===== src/rtl/neighbor_table_update_pkg.sv =====
// Shared memory map, word width and state encoding for the beacon table-update path.
// The aggregation-decision stage imports the same constants.
package neighbor_table_update_pkg;

    localparam int unsigned WORD_W = 16;

    localparam logic [WORD_W-1:0] KNOWN_SINK_BASE = 16'h0008;
    localparam logic [WORD_W-1:0] NBR_ID_BASE     = 16'h0048;
    localparam logic [WORD_W-1:0] CLUSTER_ID_BASE = 16'h00C8;
    localparam logic [WORD_W-1:0] KNOWN_SINK_CNT  = 16'h0688;
    localparam logic [WORD_W-1:0] NBR_CNT         = 16'h068A;
    localparam logic [WORD_W-1:0] FLAG_AGG        = 16'h0002;

    typedef enum logic [3:0] {
        StIdle,
        StLdNcnt,
        StLdScnt,
        StNbScan,
        StNbHit,
        StNbMiss,
        StSink,
        StSkScan,
        StSkMiss,
        StFin
    } state_e;

    // Byte address of 16-bit word idx in a table starting at base.
    function automatic logic [WORD_W-1:0] word_addr(input logic [WORD_W-1:0] base,
                                                    input logic [WORD_W-1:0] idx);
        return base + (idx << 1);
    endfunction

    function automatic logic [WORD_W-1:0] sat_count(input logic [WORD_W-1:0] value,
                                                    input logic [WORD_W-1:0] limit);
        return (value > limit) ? limit : value;
    endfunction

endpackage


===== src/rtl/neighbor_table_update_table_scan.sv =====
// One step of a linear table scan: compares the current word against the key and
// computes the next index and its address. Shared by the neighbour and sink scans.
module neighbor_table_update_table_scan
    import neighbor_table_update_pkg::*;
(
    input  logic [WORD_W-1:0] base,
    input  logic [WORD_W-1:0] count,
    input  logic [WORD_W-1:0] key,
    input  logic [WORD_W-1:0] data_in,
    input  logic [WORD_W-1:0] index,
    output logic              hit,
    output logic              last,
    output logic [WORD_W-1:0] next_index,
    output logic [WORD_W-1:0] next_address
);

    always_comb begin
        next_index   = index + 16'd1;
        hit          = (data_in == key);
        last         = (next_index == count);
        next_address = word_addr(base, next_index);
    end

endmodule


===== src/rtl/neighbor_table_update.sv =====
// Folds one received beacon into the shared-memory neighbour and known-sink tables
// by scanning each table and either rewriting the hit entry or appending a new one.
module neighbor_table_update
    import neighbor_table_update_pkg::*;
#(
    parameter int unsigned MAX_NEIGHBORS = 64,
    parameter int unsigned MAX_SINKS     = 32
) (
    input  logic              clock,
    input  logic              nrst,
    input  logic              start,
    input  logic [WORD_W-1:0] pkt_src_id,
    input  logic [WORD_W-1:0] pkt_cluster_id,
    input  logic              pkt_is_sink,
    input  logic [WORD_W-1:0] data_in,
    output logic [WORD_W-1:0] address,
    output logic              wr_en,
    output logic [WORD_W-1:0] data_out,
    output logic              busy,
    output logic              done,
    output logic              overflow
);

    localparam logic [WORD_W-1:0] MAX_NB = 16'(MAX_NEIGHBORS);
    localparam logic [WORD_W-1:0] MAX_SK = 16'(MAX_SINKS);

    state_e            state_q, state_d;
    logic [WORD_W-1:0] src_q, src_d, cluster_q, cluster_d;
    logic              is_sink_q, is_sink_d;
    logic [WORD_W-1:0] ncnt_q, ncnt_d, scnt_q, scnt_d, idx_q, idx_d;
    logic [1:0]        wstep_q, wstep_d;
    logic [WORD_W-1:0] address_q, address_d, data_out_q, data_out_d;
    logic              wr_en_q, wr_en_d, busy_q, busy_d, done_q, done_d, ovf_q, ovf_d;

    logic [WORD_W-1:0] scan_base, scan_count, scan_next_idx, scan_next_addr;
    logic              scan_hit, scan_last;

    always_comb begin
        scan_base  = (state_q == StSkScan) ? KNOWN_SINK_BASE : NBR_ID_BASE;
        scan_count = (state_q == StSkScan) ? scnt_q : ncnt_q;
    end

    neighbor_table_update_table_scan u_scan (
        .base         (scan_base),
        .count        (scan_count),
        .key          (src_q),
        .data_in      (data_in),
        .index        (idx_q),
        .hit          (scan_hit),
        .last         (scan_last),
        .next_index   (scan_next_idx),
        .next_address (scan_next_addr)
    );

    always_comb begin
        state_d    = state_q;
        src_d      = src_q;
        cluster_d  = cluster_q;
        is_sink_d  = is_sink_q;
        ncnt_d     = ncnt_q;
        scnt_d     = scnt_q;
        idx_d      = idx_q;
        wstep_d    = wstep_q;
        address_d  = address_q;
        data_out_d = data_out_q;
        wr_en_d    = 1'b0;
        busy_d     = busy_q;
        done_d     = 1'b0;
        ovf_d      = ovf_q;
        unique case (state_q)
            StIdle: begin
                if (start) begin
                    src_d     = pkt_src_id;
                    cluster_d = pkt_cluster_id;
                    is_sink_d = pkt_is_sink;
                    ovf_d     = 1'b0;
                    busy_d    = 1'b1;
                    address_d = NBR_CNT;
                    state_d   = StLdNcnt;
                end
            end
            StLdNcnt: begin
                ncnt_d    = sat_count(data_in, MAX_NB);
                address_d = KNOWN_SINK_CNT;
                state_d   = StLdScnt;
            end
            StLdScnt: begin
                scnt_d  = sat_count(data_in, MAX_SK);
                wstep_d = 2'd0;
                if (ncnt_q == '0) begin
                    state_d = StNbMiss;
                end else begin
                    idx_d     = '0;
                    address_d = NBR_ID_BASE;
                    state_d   = StNbScan;
                end
            end
            StNbScan: begin
                if (scan_hit) begin
                    state_d = StNbHit;
                end else begin
                    idx_d = scan_next_idx;
                    if (scan_last) state_d = StNbMiss;
                    else           address_d = scan_next_addr;
                end
            end
            StNbHit: begin
                wr_en_d    = 1'b1;
                address_d  = word_addr(CLUSTER_ID_BASE, idx_q);
                data_out_d = cluster_q;
                state_d    = StSink;
            end
            StNbMiss: begin
                if (ncnt_q >= MAX_NB) begin
                    ovf_d   = 1'b1;
                    state_d = StSink;
                end else begin
                    wr_en_d = 1'b1;
                    wstep_d = wstep_q + 2'd1;
                    case (wstep_q)
                        2'd0: begin
                            address_d  = word_addr(NBR_ID_BASE, ncnt_q);
                            data_out_d = src_q;
                        end
                        2'd1: begin
                            address_d  = word_addr(CLUSTER_ID_BASE, ncnt_q);
                            data_out_d = cluster_q;
                        end
                        default: begin
                            address_d  = NBR_CNT;
                            data_out_d = ncnt_q + 16'd1;
                            wstep_d    = 2'd0;
                            state_d    = StSink;
                        end
                    endcase
                end
            end
            StSink: begin
                wstep_d = 2'd0;
                if (!is_sink_q) begin
                    state_d = StFin;
                end else if (scnt_q == '0) begin
                    state_d = StSkMiss;
                end else begin
                    idx_d     = '0;
                    address_d = KNOWN_SINK_BASE;
                    state_d   = StSkScan;
                end
            end
            StSkScan: begin
                if (scan_hit) begin
                    state_d = StFin;
                end else begin
                    idx_d = scan_next_idx;
                    if (scan_last) state_d = StSkMiss;
                    else           address_d = scan_next_addr;
                end
            end
            StSkMiss: begin
                if (scnt_q >= MAX_SK) begin
                    ovf_d   = 1'b1;
                    state_d = StFin;
                end else if (wstep_q == 2'd0) begin
                    wr_en_d    = 1'b1;
                    address_d  = word_addr(KNOWN_SINK_BASE, scnt_q);
                    data_out_d = src_q;
                    wstep_d    = 2'd1;
                end else begin
                    wr_en_d    = 1'b1;
                    address_d  = KNOWN_SINK_CNT;
                    data_out_d = scnt_q + 16'd1;
                    wstep_d    = 2'd0;
                    state_d    = StFin;
                end
            end
            StFin: begin
                done_d  = 1'b1;
                busy_d  = 1'b0;
                state_d = StIdle;
            end
            default: state_d = StIdle;
        endcase
    end

    always_ff @(posedge clock) begin
        if (!nrst) begin
            state_q    <= StIdle;
            src_q      <= '0;
            cluster_q  <= '0;
            is_sink_q  <= 1'b0;
            ncnt_q     <= '0;
            scnt_q     <= '0;
            idx_q      <= '0;
            wstep_q    <= 2'd0;
            address_q  <= '0;
            data_out_q <= '0;
            wr_en_q    <= 1'b0;
            busy_q     <= 1'b0;
            done_q     <= 1'b0;
            ovf_q      <= 1'b0;
        end else begin
            state_q    <= state_d;
            src_q      <= src_d;
            cluster_q  <= cluster_d;
            is_sink_q  <= is_sink_d;
            ncnt_q     <= ncnt_d;
            scnt_q     <= scnt_d;
            idx_q      <= idx_d;
            wstep_q    <= wstep_d;
            address_q  <= address_d;
            data_out_q <= data_out_d;
            wr_en_q    <= wr_en_d;
            busy_q     <= busy_d;
            done_q     <= done_d;
            ovf_q      <= ovf_d;
        end
    end

    assign address  = address_q;
    assign wr_en    = wr_en_q;
    assign data_out = data_out_q;
    assign busy     = busy_q;
    assign done     = done_q;
    assign overflow = ovf_q;

endmodule

===== config.mk =====
export PLATFORM = sky130hd
export DESIGN_NAME = neighbor_table_update
export DESIGN_NICKNAME = d
export VERILOG_FILES = /design/src/rtl/neighbor_table_update_pkg.sv /design/src/rtl/neighbor_table_update_table_scan.sv /design/src/rtl/neighbor_table_update.sv
export SDC_FILE = /design/constraint.sdc
export NUM_CORES = 1
export LEC_CHECK = 0
export ABC_AREA = 1
export CORE_MARGIN = 2
export CORE_UTILIZATION = 58
export DETAILED_ROUTE_END_ITERATION = 8
export PLACE_DENSITY = 0.78
export SLEW_MARGIN = 10
export SYNTH_ARGS = -nofsm -noshare
export SYNTH_HDL_FRONTEND = slang
export SYNTH_SLANG_ARGS = --single-unit

===== constraint.sdc =====
create_clock -name clock -period 2.95 [get_ports clock]
set_clock_uncertainty 0.1 [all_clocks]
set_input_delay 0.885 -clock clock [delete_from_list [all_inputs] [get_ports clock]]
set_output_delay 0.885 -clock clock [all_outputs]
set_load 0.02 [all_outputs]

==> results of run 1 <==
[how the worst max path moves through the flow]
stage	end	slack (ns)	from
5_1_grt	address[5]$_SDFFE_PN0P_	0.002	idx_q[3]$_SDFFE_PN0P_
4_1_cts	address[13]$_SDFFE_PN0P_	0.07	idx_q[0]$_SDFFE_PN0P_
6_report	address[3]$_SDFFE_PN0P_	0.17	data_in[7]
3_5_place_dp	ncnt_q[5]$_SDFFE_PN0P_	-0.28	data_in[12]
3_3_place_gp	ncnt_q[1]$_SDFFE_PN0P_	-0.32	data_in[12]
2_1_floorplan	address[13]$_SDFFE_PN0P_	0.48	idx_q[0]$_SDFFE_PN0P_
[final cells by class]
| type | count | area [µm²] | area share |
|---|---|---|---|
| clock buffers | 18 | 439 | 0.0426 |
| clock inverters | 14 | 135 | 0.0131 |
| flip-flops and latches | 122 | 2450 | 0.237 |
| inverters | 156 | 586 | 0.0568 |
| well taps | 180 | 225 | 0.0219 |
| repair buffers | 147 | 1380 | 0.134 |
| multi-input cells | 1041 | 5100 | 0.495 |
[critical path, delay by kind of cell]
| kind | cells | cell delay (ns) |
|---|---|---|
| buffers and inverters | 3 | 0.90 |
| and+or+nand+nor | 10 | 1.21 |
[per-layer routing]
layer	wire length, µm	GRT usage
met3	3150	0.102
met1	12200	0.508
met4	1110	0.176
met5	0	0
met2	13500	0.621
[metrics by stage]
stage / setup WS, ns / util / power (µW)
after global placement: -0.325 / 0.693 / 6200
after detailed placement: -0.279 / 0.693 / 6260
after global routing: 0.00162 / 0.737 / 8940
final: 0.169 / 0.737 / 8510
after floorplan: 0.479 / - / 4820
after CTS: 0.0667 / 0.734 / 8340
[synth_stat cells, drive strengths merged (4+ instances only)]
| cell | n |
|---|---|
| nand2 | 322 |
| nor2 | 168 |
| inv | 153 |
| o21ai | 133 |
| a21oi | 127 |
| dfxtp | 122 |
| nand3 | 117 |
| clkbuf | 42 |
| nor3 | 38 |
| nand4 | 26 |
| buf | 16 |
| ha | 13 |
| xor2 | 13 |
| a31oi | 12 |
| o211ai | 12 |
| xnor2 | 11 |
| a211oi | 9 |
| nor4 | 8 |
| o2111ai | 7 |
| a32oi | 4 |
[state kept, by name (all words and copies together), names as in the netlist, 2 cells and up]
signal     cells
cluster_q     16
data_out      16
idx_q         16
ncnt_q        16
scnt_q        16
src_q         16
address       15
state_q        4
wstep_q        2
[cell usage in the layout, fill, tap and decap left out, types with 9 or more instances in the layout]
cell type	n
nand2_1	318
o21ai_1	9
a21oi_1	127
clkbuf_16	17
o21ai_0	120
buf_4	56
a211oi_1	9
nand4_1	26
inv_2	11
a31oi_1	12
xnor2_1	11
inv_1	142
nor2_1	159
ha_1	11
nand3_1	115
o211ai_1	12
nor3_1	37
xor2_1	13
dfxtp_1	118
clkdlybuf4s50_1	85
[kinds of logic (layout without fill, tap and decap cells)]
| family | after synthesis | in the layout | share of synthesized area |
|---|---|---|---|
| compound gates | 316 | 316 | 0.209 |
| xor+xnor | 24 | 24 | 0.0251 |
| fa+ha+maj | 13 | 13 | 0.0194 |
| buf+inv | 214 | 335 | 0.102 |
| flops | 122 | 122 | 0.292 |
| other cells | 1 | 1 | 0.000448 |
| simple gates | 687 | 687 | 0.352 |
[timing repair]
action,4_1_cts,5_1_grt
endpoints found under the setup margin,0,18
resized for setup,0,12
hold buffers,0,0
setup buffers,0,0
[where the power goes]
part	internal (µW)	total, µW	switching, µW
sequential	2050	2470	421
combinational	1400	3980	2570
clock	1200	2070	872
total	4640	8510	3870
==> flow_metrics.tcl, run 1 <==
set metrics [dict create \
    synthesis.area_um2 8370 \
    period_minus_slack_ns 2.78 \
    final_cell_count_no_fill 1678 \
    clk_latency_ns 0.44 \
    grt_pass1_wl_mm 46.6 \
    period_share 0.943 \
    drtPass1Iterations 6 \
    overflow 0 \
    drv_cap 0 \
    num_rows 43 \
    slew_viol_final 0 \
    cts_tree "done" \
    hpwl_mm 22.1 \
    synth_ff_type "dfxtp_1" \
    cp_slowest_cell "clkdlybuf4s50_1" \
    vias 10100 \
    grt_setup_unrepaired "false" \
    r2r-start "ncnt_q[14]$_SDFFE_PN0P_" \
    port_buffers 86 \
    core_um2 14000 \
    antenna_cells 0 \
    synth_area_leaders "dfxtp_1, nand2_1, a21oi_1" \
    gp_congestion 1.07 \
    clockRootBuffer "clkbuf_16" \
    postPlaceCellArea_um2 9700 \
    synth-seq-area-share 0.292 \
    numCtsBuffers 17 \
    criticalPathCategory "input port to flop" \
    worst_slew_pin_slew_ns 0.810 \
    r2r-end "address[3]$_SDFFE_PN0P_" \
    status "completed" \
    drcViolationCount 0 \
    start_kind "input port" \
    synth_seq_cells 122 \
    hold_path_depth 2 \
    hold_path.class "flop to flop" \
    r2r_cells 15 \
    clock_sinks 122 \
    cts_htree_levels 4 \
    synth_edf_count 0 \
    dp_cells 1646 \
    slowest_delay_ns 0.57 \
    cts.path.max_buffers 2 \
    die_w_um 124 \
    slew_headroom 0.458 \
    detail-route-antenna-nets 0 \
    grt.total_usage 0.395 \
    grt_max_degree 69 \
    wire_per_inst_um 17.9 \
    fin_area_um2 10300 \
    p_per_area_nw_per_um2 826 \
    setup_tns_ns 0 \
    fmax_mhz 360 \
    cp.required_ns 3.18 \
    synth_area_leader_cell "dfxtp_1" \
    syn_inst 1377 \
    syn_nets 1442 \
    drt_iter0_markers 1261 \
    design.die.area_um2 15400 \
    async_reset_ff_frac 0 \
    cp_data_arrival_time_ns 3.01 \
    synth-warning-count 0 \
    die_height_um 124 \
    antenna_found_initial 0 \
    whs_ns 0.364 \
    setup-violations-final 0 \
    grt_pass1_vias 9073 \
    r2r_slack_ns 0.18 \
    min_from "address[14]$_SDFFE_PN0P_" \
    endpoint_kind "flop" \
    clkSlewWorstSetupHoldPaths_ns 0.06 \
    peakVddDrop_v 0.000630 \
    drive_above_1_share 0.0901 \
    synth_top_area_frac 0.292 \
    wl_mm 30.0 \
    synthToLayoutAreaGrowth_pct 23.2 \
    io_pins 88 \
    via_per_inst 6.01 \
    hold_viol_final 0 \
    initial_core_util 0.598 \
    ys_types 48 \
    min_to "address[14]$_SDFFE_PN0P_" \
    path_cells "clkdlybuf4s50_1 > inv_1 > nor2_1 > nor3_1 > nand2_1 > nor2_1 > nand3_1 > nand2_1 > nor2_1 > buf_4 > nand3_1 > nand2_1 > nor2_1" \
    n_fill_cell 1190 \
    fin_nets 1550 \
    cp_common_cell "nor2_1" \
    leakage_uw 0.00434 \
    syn_area_per_cell_um2 6.08 \
    path_max_fanout 7 \
]
Power figures use the tool's default switching activity.
==> run 2, diff against run 1 <==
--- a/config.mk
+++ b/config.mk
@@ -6,6 +6,7 @@
 export NUM_CORES = 1
 export LEC_CHECK = 0
 export ABC_AREA = 1
+export CORE_ASPECT_RATIO = 2
 export CORE_MARGIN = 2
 export CORE_UTILIZATION = 58
 export DETAILED_ROUTE_END_ITERATION = 8
==> run 2 against run 1 <==
Net effect:
- power up 2.4%
- sequential share of layout area about the same
- maximum frequency up 1.3%
- final cell count up 0.72%
- critical endpoint is now data_out[8]$_SDFFE_PN0P_
- largest cell class unchanged
- highest routed layer unchanged
==> flow_metrics.tcl, run 2 (synthesis results as in run 1) <==
set metrics [dict create \
    antenna_found_initial 0 \
    grt.total_usage 0.437 \
    via_per_inst 6.16 \
    r2r_cells 10 \
    wl_met2_mm 15.5 \
    numCtsBuffers 17 \
    whs_ns 0.364 \
    fin_nets 1550 \
    overflow 0 \
    pwr-share-clk 0.251 \
    start_kind "flop" \
    antenna_cells 0 \
    design.die.area_um2 15500 \
    endpoint_kind "flop" \
    drtPass1Iterations 8 \
    drv_cap 0 \
    grt_max_degree 47 \
    cp.required_ns 3.20 \
    port_buffers 86 \
    switching_share 0.459 \
    synthToLayoutAreaGrowth_pct 23.2 \
    die_w_um 88.9 \
    clkSlewWorstSetupHoldPaths_ns 0.06 \
    slew_headroom 0.388 \
    leakage_uw 0.00433 \
    grt_pass1_wl_mm 51.8 \
    drt-met1-wl_mm 11.3 \
    n_fill_cell 1208 \
    cts_htree_levels 4 \
    hpwl_mm 24.6 \
    clockRootBuffer "clkbuf_16" \
    clk_latency_ns 0.44 \
    cts.path.max_buffers 2 \
    die_height_um 174 \
    hold_path_depth 2 \
    multi_input_area_um2 5090 \
    detail-route-antenna-nets 0 \
    finish.utilization 0.726 \
    r2r-start "ncnt_q[3]$_SDFFE_PN0P_" \
    r2r-end "data_out[8]$_SDFFE_PN0P_" \
    gp_congestion 1.11 \
    cts_tree "done" \
    setup_tns_ns 0 \
    wl_mm 32.6 \
    pwr-share-comb 0.465 \
    r2r_slack_ns 0.21 \
    drive_above_1_share 0.0861 \
    final_common_cell "nand2_1" \
    path_max_fanout 7 \
    num_rows 62 \
    vias 10400 \
    cp-startpoint "ncnt_q[3]$_SDFFE_PN0P_" \
    internal-power_uw 4720 \
    status "completed" \
    seqCellArea_um2 2440 \
    p_seq_frac 0.285 \
    initial_core_util 0.589 \
    clock_sinks 122 \
    fin_total_pwr_uw 8720 \
    peakVddDrop_v 0.000648 \
    worst_slew_pin_slew_ns 0.906 \
    postCtsSetupRepairBufs 0 \
    highest_layer "met4" \
    crit_path_end "data_out[8]$_SDFFE_PN0P_" \
    drcViolationCount 0 \
    slew_viol_final 0 \
    core_um2 14200 \
    ctsHoldBuffers 0 \
    fmax_mhz 364 \
    grt_setup_unrepaired "false" \
    final_cell_mix "nand2_1, nor2_1, inv_1" \
    hold_path.class "flop to flop" \
    wire_per_inst_um 19.3 \
    period_share 0.930 \
    wl_met3_mm 2.99 \
    io_pins 88 \
    period_minus_slack_ns 2.74 \
    setup-violations-final 0 \
    p_per_area_nw_per_um2 846 \
    p_switching_uw 4000 \
    grt_pass1_vias 10000 \
    cp_data_arrival_time_ns 2.99 \
    drt_iter0_markers 1395 \
    hold_viol_final 0 \
    criticalPathCategory "flop to flop" \
]
-- run 2: cell types whose count changed in the layout (fill, tap and decap cells not counted), sizes merged --
cell      change
clkinv        +1
bufinv        +1
clkinvlp      -2
-- run 2: how the worst min path moves through the flow --
stage                                   start                         to
finish                address[4]$_SDFFE_PN0P_    address[4]$_SDFFE_PN0P_
global route         address[14]$_SDFFE_PN0P_   address[14]$_SDFFE_PN0P_
CTS                 cluster_q[8]$_SDFFE_PN0P_  cluster_q[8]$_SDFFE_PN0P_
detailed placement    address[6]$_SDFFE_PN0P_    address[6]$_SDFFE_PN0P_
global placement    cluster_q[8]$_SDFFE_PN0P_  cluster_q[8]$_SDFFE_PN0P_
floorplan           cluster_q[8]$_SDFFE_PN0P_  cluster_q[8]$_SDFFE_PN0P_
-- run 2: cell type report --
cell class              count  area share
clock inverters            14      0.0157
well taps                 192      0.0233
inverters                 156      0.0568
flip-flops and latches    122       0.237
multi-input cells        1041       0.494
repair buffers            147       0.130
clock buffers              18      0.0426
-- run 2: metal layers --
layer  vias to the layer above  track usage
li1                       4821            -
met3                       221       0.0729
met1                      4648        0.510
met5                         -            0
met2                       714        0.705
met4                         0        0.299
-- run 2: through the flow --
step	cells	setup slack [ns]	cell area, µm²
2_1_floorplan	1377	0.479	8370
3_3_place_gp	1658	-0.0691	9670
3_5_place_dp	1658	-0.193	9670
4_1_cts	1690	0.143	10300
5_1_grt	1690	0.0249	10300
6_report	1690	0.206	10300
-- run 2: power groups by stage --
stage	sequential (µW)	combinational [µW]	clock, µW
final	2480	4050	2180
after global placement	2470	3770	0
after floorplan	2440	2370	0
after CTS	2450	3900	2180
after detailed placement	2480	3850	0
after global routing	2510	4410	2240
-- run 2: worst max-delay path, stage by stage, from the launching register on --
cell	delay, ns
dfxtp_1	0.60
ha_1	0.36
nand2_1	0.07
nor2_1	0.19
nand2_1	0.09
nor2_1	0.30
nand2_1	0.17
o21ai_0	0.24
a21oi_1	0.06
or3_1	0.32
a31oi_1	0.15
-- run 2: repair_timing --
| item | CTS | global route |
|---|---|---|
| setup endpoints to repair | 0 | 17 |
| endpoints found under the hold margin | 0 | 0 |
| gates resized for setup | 0 | 8 |
